<file path="config.mk">
export PLATFORM = sky130hd
export DESIGN_NAME = pll_clk_monitor
export DESIGN_NICKNAME = d
export VERILOG_FILES = /design/src/rtl/pll_clk_monitor_pkg.sv /design/src/rtl/pll_clk_monitor_edge_sync.sv /design/src/rtl/pll_clk_monitor.sv
export SDC_FILE = /design/constraint.sdc
export NUM_CORES = 1
export LEC_CHECK = 0
export ABC_AREA = 1
export BUFFER_PORTS_ARGS = -buffer_cell sky130_fd_sc_hd__buf_2
export CAP_MARGIN = 30
export CORE_ASPECT_RATIO = 2
export CORE_MARGIN = 2
export CORE_UTILIZATION = 35
export DETAILED_ROUTE_END_ITERATION = 16
export GPL_TIMING_DRIVEN = 0
export PLACE_DENSITY_LB_ADDON = 0.15
export SETUP_SLACK_MARGIN = 0.02
export SYNTH_ARGS = -nofsm -noshare
export SYNTH_HDL_FRONTEND = slang
export SYNTH_SLANG_ARGS = --single-unit
</file>
<file path="constraint.sdc">
create_clock -name sys_clk -period 3.9 [get_ports sys_clk]
set_input_delay 0.585 -clock sys_clk [delete_from_list [all_inputs] [get_ports sys_clk]]
set_output_delay 0.585 -clock sys_clk [all_outputs]
set_load 0.005 [all_outputs]
</file>
<file path="src/rtl/pll_clk_monitor_pkg.sv">
// Shared definitions for the PLL clock monitor: FSM encoding, default parameters
// and the elaboration-time tolerance bound helper.
package pll_clk_monitor_pkg;

  typedef enum logic [1:0] {
    IDLE    = 2'd0,
    MEASURE = 2'd1,
    DONE    = 2'd2
  } mon_state_t;

  localparam int unsigned DEF_GATE_CYCLES = 50000;
  localparam int unsigned DEF_EXP_COUNT   = 25000;
  localparam int unsigned DEF_TOL         = 2;
  localparam int unsigned DEF_CNT_W       = 20;

  // Lower tolerance bound clamped at zero so it never wraps.
  function automatic int unsigned tol_lo(input int unsigned exp_count, input int unsigned tol);
    return (exp_count > tol) ? (exp_count - tol) : 0;
  endfunction

endpackage

</file>
<file path="src/rtl/pll_clk_monitor_edge_sync.sv">
// Three-flop synchronizer for the monitored clock plus a rising-edge pulse
// taken between the second and third stage.
module pll_clk_monitor_edge_sync (
  input  logic clk,
  input  logic rst,
  input  logic async_in,
  output logic rise_c
);

  logic s0;
  logic s1;
  logic s2;

  always_ff @(posedge clk or posedge rst) begin
    if (rst) begin
      s0 <= 1'b0;
      s1 <= 1'b0;
      s2 <= 1'b0;
    end else begin
      s0 <= async_in;
      s1 <= s0;
      s2 <= s1;
    end
  end

  assign rise_c = s1 & ~s2;

endmodule

</file>
<file path="src/rtl/pll_clk_monitor.sv">
// Gated edge counter for a PLL output clock: counts synchronized rising edges over
// GATE_CYCLES sys_clk cycles and reports count, tolerance, stuck and saturation flags.
module pll_clk_monitor
  import pll_clk_monitor_pkg::*;
#(
  parameter int unsigned GATE_CYCLES = DEF_GATE_CYCLES,
  parameter int unsigned EXP_COUNT   = DEF_EXP_COUNT,
  parameter int unsigned TOL         = DEF_TOL,
  parameter int unsigned CNT_W       = DEF_CNT_W
) (
  input  logic             sys_clk,
  input  logic             sys_rst,
  input  logic             clk_mon,
  input  logic             start,
  input  logic             continuous,
  output logic             busy,
  output logic             done,
  output logic [CNT_W-1:0] edge_cnt,
  output logic             freq_ok,
  output logic             stuck,
  output logic             sat
);

  localparam int unsigned      GATE_W    = (GATE_CYCLES > 1) ? $clog2(GATE_CYCLES) : 1;
  localparam logic [GATE_W-1:0] GATE_LAST = GATE_W'(GATE_CYCLES - 1);
  localparam logic [CNT_W:0]   LO_BOUND  = (CNT_W+1)'(tol_lo(EXP_COUNT, TOL));
  localparam logic [CNT_W:0]   HI_BOUND  = (CNT_W+1)'(EXP_COUNT + TOL);
  localparam logic [CNT_W-1:0] ACC_MAX   = '1;

  mon_state_t        state;
  mon_state_t        state_nxt;
  logic              arm_c;
  logic              rise_c;
  logic              gate_last_c;
  logic              window_end_c;
  logic              in_tol_c;
  logic [GATE_W-1:0] gate_cnt;
  logic [CNT_W-1:0]  acc;
  logic [CNT_W-1:0]  acc_nxt;
  logic              sat_acc;
  logic              sat_nxt;

  pll_clk_monitor_edge_sync u_edge_sync (
    .clk      (sys_clk),
    .rst      (sys_rst),
    .async_in (clk_mon),
    .rise_c   (rise_c)
  );

  assign gate_last_c  = (gate_cnt == GATE_LAST);
  assign window_end_c = (state == MEASURE) && gate_last_c;

  always_ff @(posedge sys_clk or posedge sys_rst) begin
    if (sys_rst) state <= IDLE;
    else         state <= state_nxt;
  end

  // Next state; arm_c marks every entry into MEASURE so the datapath restarts.
  always_comb begin
    state_nxt = state;
    arm_c     = 1'b0;
    case (state)
      IDLE: begin
        if (start) begin
          state_nxt = MEASURE;
          arm_c     = 1'b1;
        end
      end
      MEASURE: begin
        if (gate_last_c) state_nxt = DONE;
      end
      DONE: begin
        if (continuous) begin
          state_nxt = MEASURE;
          arm_c     = 1'b1;
        end else begin
          state_nxt = IDLE;
        end
      end
      default: state_nxt = IDLE;
    endcase
  end

  // Saturating accumulate of this cycle's edge; sticks at all-ones and flags the lost edge.
  always_comb begin
    acc_nxt = acc;
    sat_nxt = sat_acc;
    if (rise_c) begin
      if (acc == ACC_MAX) sat_nxt = 1'b1;
      else                acc_nxt = acc + CNT_W'(1);
    end
  end

  assign in_tol_c = ({1'b0, acc_nxt} >= LO_BOUND) && ({1'b0, acc_nxt} <= HI_BOUND);

  always_ff @(posedge sys_clk or posedge sys_rst) begin
    if (sys_rst) begin
      gate_cnt <= '0;
      acc      <= '0;
      sat_acc  <= 1'b0;
    end else if (arm_c) begin
      gate_cnt <= '0;
      acc      <= '0;
      sat_acc  <= 1'b0;
    end else if (state == MEASURE) begin
      gate_cnt <= gate_cnt + GATE_W'(1);
      acc      <= acc_nxt;
      sat_acc  <= sat_nxt;
    end
  end

  // Results are registered from the final MEASURE cycle so they appear with done.
  always_ff @(posedge sys_clk or posedge sys_rst) begin
    if (sys_rst) begin
      busy     <= 1'b0;
      done     <= 1'b0;
      edge_cnt <= '0;
      freq_ok  <= 1'b0;
      stuck    <= 1'b0;
      sat      <= 1'b0;
    end else begin
      busy <= (state_nxt != IDLE);
      done <= window_end_c;
      if (window_end_c) begin
        edge_cnt <= acc_nxt;
        freq_ok  <= in_tol_c;
        stuck    <= (acc_nxt == '0);
        sat      <= sat_nxt;
      end
    end
  end

endmodule

</file>
==> impl_results.html <==
<table>
<tr><th>Metric</th><th>Value</th></tr>
<tr><th colspan="2">Flow run</th></tr>
<tr><td>Reported max-cap violation count</td><td>0</td></tr>
<tr><th colspan="2">Clock tree</th></tr>
<tr><td>Clock buffer count from CTS</td><td>9</td></tr>
<tr><td>Worst-Skew Late Latency</td><td>0.34 ns</td></tr>
<tr><td>Largest buffer count on any clock path</td><td>2</td></tr>
<tr><td>Clock sink count</td><td>67</td></tr>
<tr><td>Number of gates given a new drive strength after cts</td><td>0</td></tr>
<tr><td>Register clock-pin slew on the reported worst setup and hold paths</td><td>0.06 ns</td></tr>
<tr><td>Hold-fix buffer count after cts</td><td>0</td></tr>
<tr><td>CTS tree</td><td>yes</td></tr>
<tr><td>Clock root cell</td><td>sky130_fd_sc_hd__clkbuf_16</td></tr>
<tr><td>Number of setup buffers added after CTS</td><td>0</td></tr>
<tr><td>Count of H-tree levels built during CTS</td><td>3</td></tr>
<tr><th colspan="2">Floorplanning</th></tr>
<tr><td>Number of rows in the core area</td><td>52</td></tr>
<tr><td>Total core area</td><td>~10,000 um^2</td></tr>
<tr><td>Die width</td><td>76.4 um</td></tr>
<tr><td>Starting utilization of the core area</td><td>0.362</td></tr>
<tr><td>I/O pin total</td><td>30</td></tr>
<tr><td>Floorplan die height</td><td>149 um</td></tr>
<tr><td>Floorplan die area</td><td>between 10,000 and 15,000 um^2</td></tr>
<tr><th colspan="2">Route</th></tr>
<tr><td>Overall routed net length</td><td>10,600 um</td></tr>
<tr><td>Antenna Nets Post-Route</td><td>0</td></tr>
<tr><td>Via count</td><td>3,259</td></tr>
<tr><td>First drt pass iteration count</td><td>5</td></tr>
<tr><td>Final routed DRC violation total</td><td>0</td></tr>
<tr><td>First-iteration detailed-routing DRC count</td><td>163</td></tr>
<tr><td>Average vias per placed instance</td><td>4.97</td></tr>
<tr><td>WL/cell</td><td>16.1 um</td></tr>
<tr><th colspan="2">Place</th></tr>
<tr><td>Placed cell count</td><td>640</td></tr>
<tr><td>HPWL after DPL</td><td>7840 um</td></tr>
<tr><td>Input/output buffers</td><td>29</td></tr>
<tr><td>Global placer's final weighted congestion</td><td>0.868</td></tr>
<tr><th colspan="2">Global routing</th></tr>
<tr><td>Largest net degree at the start of global routing</td><td>68</td></tr>
<tr><td>Global route overflow</td><td>0</td></tr>
<tr><td>First-pass GRT wire length</td><td>around 17,000 um</td></tr>
<tr><td>Initial antenna violation count</td><td>0</td></tr>
<tr><td>GRT Resource Usage Total</td><td>0.199</td></tr>
<tr><td>Via count of the first global-routing pass</td><td>3,384</td></tr>
<tr><th colspan="2">STA</th></tr>
<tr><td>Max transition margin</td><td>0.421</td></tr>
<tr><td>Setup repair after global routing missed its margin</td><td>no</td></tr>
<tr><td>Worst-Margin Slew</td><td>0.869 ns</td></tr>
<tr><td>Peak clock frequency supported by timing</td><td>between 400 and 500 MHz</td></tr>
<tr><td>Fin. max-slew vios</td><td>0</td></tr>
<tr><td>Sum of negative setup slack</td><td>0 ns</td></tr>
<tr><td>Clock skew</td><td>between 0.007 and 0.008 ns</td></tr>
<tr><td>Count of final setup violators</td><td>0</td></tr>
<tr><td>Count of final hold-check violations</td><td>0</td></tr>
<tr><td>Post-layout minimum cycle time</td><td>2.42 ns</td></tr>
<tr><td>Post-route clock period utilization</td><td>0.620</td></tr>
<tr><td>Worst-case hold slack</td><td>0.352 ns</td></tr>
<tr><th colspan="2">Setup path</th></tr>
<tr><td>Type of element launching the critical path</td><td>register</td></tr>
<tr><td>Capturing element type of the critical path</td><td>register</td></tr>
<tr><td>Critical-path cell with the highest stage delay</td><td>sky130_fd_sc_hd__dfrtp_1</td></tr>
<tr><td>Crit path max-delay family</td><td>simple AND/OR/NAND/NOR gates</td></tr>
<tr><td>Crit Path Max Fanout</td><td>6</td></tr>
<tr><td>Kind of critical path</td><td>register to register</td></tr>
<tr><td>Cells along the critical path</td><td>ha_1 -&gt; inv_1 -&gt; nor2_2 -&gt; nand2_2 -&gt; nor2_4 -&gt; nand3_1 -&gt; inv_1 -&gt; nor2_1 -&gt; nand2_2 -&gt; nor2_4 -&gt; nand2_1 -&gt; nor3_2 -&gt; nand3_1 -&gt; nand2_1</td></tr>
<tr><td>Data arrival time at the worst-slack endpoint</td><td>2.70 ns</td></tr>
<tr><td>Required arrival time at the worst endpoint</td><td>roughly 4.2 ns</td></tr>
<tr><td>Number of buffers and inverters on the critical path</td><td>2</td></tr>
<tr><td>Highest cell delay on the worst timing path</td><td>0.43 ns</td></tr>
<tr><th colspan="2">Hold path</th></tr>
<tr><td>Hold crit path type</td><td>register to register</td></tr>
<tr><th colspan="2">Synth</th></tr>
<tr><td>Post-synthesis cell type count</td><td>36</td></tr>
<tr><td>Post-synth net total</td><td>483</td></tr>
<tr><td>Average instance area after synthesis</td><td>7.71 um^2</td></tr>
<tr><td>Synth warn</td><td>0</td></tr>
<tr><td>Yosys reg bits</td><td>67</td></tr>
<tr><td>Combined area of all synthesized cells</td><td>3670 um^2</td></tr>
<tr><td>Synthesized instance count</td><td>476</td></tr>
<tr><td>Seq/Total Area, Yosys</td><td>0.457</td></tr>
<tr><th colspan="2">Final layout</th></tr>
<tr><td>Layout area overhead</td><td>17.2%</td></tr>
<tr><td>Number of antenna repair diodes</td><td>0</td></tr>
<tr><td>Fraction of layout cells with a size suffix above 1</td><td>0.179</td></tr>
<tr><td>FF+latch area</td><td>1680 um^2</td></tr>
<tr><td>Fill count</td><td>1,103</td></tr>
<tr><td>Final cell count without fillers</td><td>656</td></tr>
<tr><td>Total number of nets in the final design</td><td>523</td></tr>
<tr><td>Multi-input combinational cell area</td><td>roughly 1700 um^2</td></tr>
<tr><th colspan="2">Pwr</th></tr>
<tr><td>Power density normalized to cell area</td><td>603 nW/um^2</td></tr>
<tr><td>Leakage power</td><td>2.06 nW</td></tr>
<tr><td>Worst supply voltage drop on vdd</td><td>0.295 mV</td></tr>
<tr><th colspan="2">Run status</th></tr>
<tr><td>Status</td><td>finished, final reports clean</td></tr>
</table>
-- synthesized netlist by cell type --
master | instances | area share
sky130_fd_sc_hd__o21ai_2 | 2 | 0.0048
sky130_fd_sc_hd__nand4_2 | 1 | 0.0034
sky130_fd_sc_hd__nand4_1 | 4 | 0.0068
sky130_fd_sc_hd__a211oi_1 | 1 | 0.0020
sky130_fd_sc_hd__dfrtp_1 | 67 | 0.46
sky130_fd_sc_hd__o22ai_1 | 13 | 0.022
sky130_fd_sc_hd__ha_1 | 2 | 0.0068
sky130_fd_sc_hd__o21ai_0 | 37 | 0.050
sky130_fd_sc_hd__clkbuf_1 | 4 | 0.0041
sky130_fd_sc_hd__xnor2_1 | 1 | 0.0024
sky130_fd_sc_hd__o21a_1 | 3 | 0.0061
sky130_fd_sc_hd__o21bai_1 | 1 | 0.0020
sky130_fd_sc_hd__clkinv_1 | 1 | 0.0010
sky130_fd_sc_hd__nand3_4 | 2 | 0.0095
sky130_fd_sc_hd__nor2_2 | 6 | 0.010
sky130_fd_sc_hd__nand2_2 | 9 | 0.015
sky130_fd_sc_hd__a31oi_1 | 3 | 0.0051
sky130_fd_sc_hd__nand3_1 | 38 | 0.052
sky130_fd_sc_hd__buf_6 | 1 | 0.0031
sky130_fd_sc_hd__o21ai_1 | 6 | 0.0082
sky130_fd_sc_hd__nor2_1 | 33 | 0.034
sky130_fd_sc_hd__nand2_1 | 122 | 0.12
sky130_fd_sc_hd__nand3_2 | 3 | 0.0082
sky130_fd_sc_hd__a21oi_1 | 12 | 0.016
sky130_fd_sc_hd__inv_1 | 58 | 0.059
sky130_fd_sc_hd__a21oi_2 | 1 | 0.0024
sky130_fd_sc_hd__nand3b_1 | 1 | 0.0020
sky130_fd_sc_hd__nor3_1 | 12 | 0.016
sky130_fd_sc_hd__nor2_4 | 6 | 0.018
sky130_fd_sc_hd__nor4_2 | 1 | 0.0034
sky130_fd_sc_hd__nor4_1 | 2 | 0.0034
sky130_fd_sc_hd__xor2_1 | 6 | 0.014
sky130_fd_sc_hd__and3_1 | 1 | 0.0017
sky130_fd_sc_hd__inv_2 | 6 | 0.0061
sky130_fd_sc_hd__buf_2 | 7 | 0.0095
sky130_fd_sc_hd__nor3_2 | 3 | 0.0082
-- per-layer routing --
layer | GRT usage | wire (um) | up-vias
met5 | 0 | 0 | -
met3 | 0.0297 | 276 | 27
met2 | 0.388 | 5980 | 62
met1 | 0.190 | 3750 | 1534
li1 | - | - | 1636
met4 | 0.130 | 546 | 0
-- placed cells by master, fill, tap and decap left out, types with 5 or more instances in the layout --
master and n:
sky130_fd_sc_hd__dfrtp_1 67, sky130_fd_sc_hd__o21ai_1 6, sky130_fd_sc_hd__nor2_2 6, sky130_fd_sc_hd__nand2_2 9, sky130_fd_sc_hd__inv_2 6, sky130_fd_sc_hd__nor3_1 12
sky130_fd_sc_hd__nor2_1 33, sky130_fd_sc_hd__nand3_1 38, sky130_fd_sc_hd__xor2_1 6, sky130_fd_sc_hd__clkbuf_1 5, sky130_fd_sc_hd__inv_1 57, sky130_fd_sc_hd__nor2_4 6
sky130_fd_sc_hd__a21oi_1 12, sky130_fd_sc_hd__o22ai_1 13, sky130_fd_sc_hd__buf_2 36, sky130_fd_sc_hd__nand2_1 122, sky130_fd_sc_hd__clkbuf_16 9, sky130_fd_sc_hd__o21ai_0 37
-- state kept, by name, indices dropped and copies added (netlist names), 2 cells and up --
signal and cells:
acc 20, gate_cnt 16, state 2, edge_cnt 20
-- worst paths after layout --
check                           depth (start not counted)                      from  slack, ns                  endpoint
worst max-delay path                                   14        acc[0]$_DFFE_PP0P_       1.48       freq_ok$_DFFE_PP0P_
worst min-delay path                                    0  u_edge_sync.s0$_DFF_PP0_       0.35  u_edge_sync.s1$_DFF_PP0_
worst max register to register                         14        acc[0]$_DFFE_PP0P_       1.48       freq_ok$_DFFE_PP0P_
worst min register to register                          0  u_edge_sync.s0$_DFF_PP0_       0.35  u_edge_sync.s1$_DFF_PP0_
max in group asynchronous                               2                   sys_rst       2.90   edge_cnt[6]$_DFFE_PP0P_
min in group asynchronous                               2                   sys_rst       0.43        acc[8]$_DFFE_PP0P_
-- worst reg2reg max path, delay by kind of cell (launching register included) --
kind / cells / cell delay [ns]
DFF: 1 / 0.43
and+or+nand+nor: 11 / 1.44
adders and majority gates: 1 / 0.29
buffers and inverters: 2 / 0.20
-- metrics by stage --
stage / area [um^2] / utilization / power (mW) / setup WS (ns)
6_report: 4310 / 0.424 / 2.60 / 1.48
5_1_grt: 4310 / 0.424 / 2.77 / 1.25
4_1_cts: 4310 / 0.424 / 2.63 / 1.46
3_5_place_dp: 3990 / 0.393 / 1.74 / 1.46
3_3_place_gp: 3990 / 0.393 / 1.72 / 0.666
2_1_floorplan: 3670 / - / 1.50 / 1.63
-- power by group --
group	switching, mW	internal, mW
Combinational	0.523	0.234
Clock	0.313	0.562
Sequential	0.147	0.818
Total	0.982	1.61
-- logic make-up after synthesis --
kind of cell               synth area share
AOI/OAI and AO/OA                     0.120
xor gates and xnor gates             0.0167
adders and majority gates           0.00681
buffers and inverters                0.0831
DFF                                   0.457
and+or+nand+nor                       0.317
-- area by class of cell --
class | count | share of cell area
multi-input combinational | 332 | 0.393
inverter | 65 | 0.0573
sequential | 67 | 0.389
clock buffer | 10 | 0.0532
timing repair buffer | 29 | 0.0337
buffer | 12 | 0.0142
clock inverter | 6 | 0.0203
tap | 135 | 0.0392
Power figures use the tool's default switching activity.
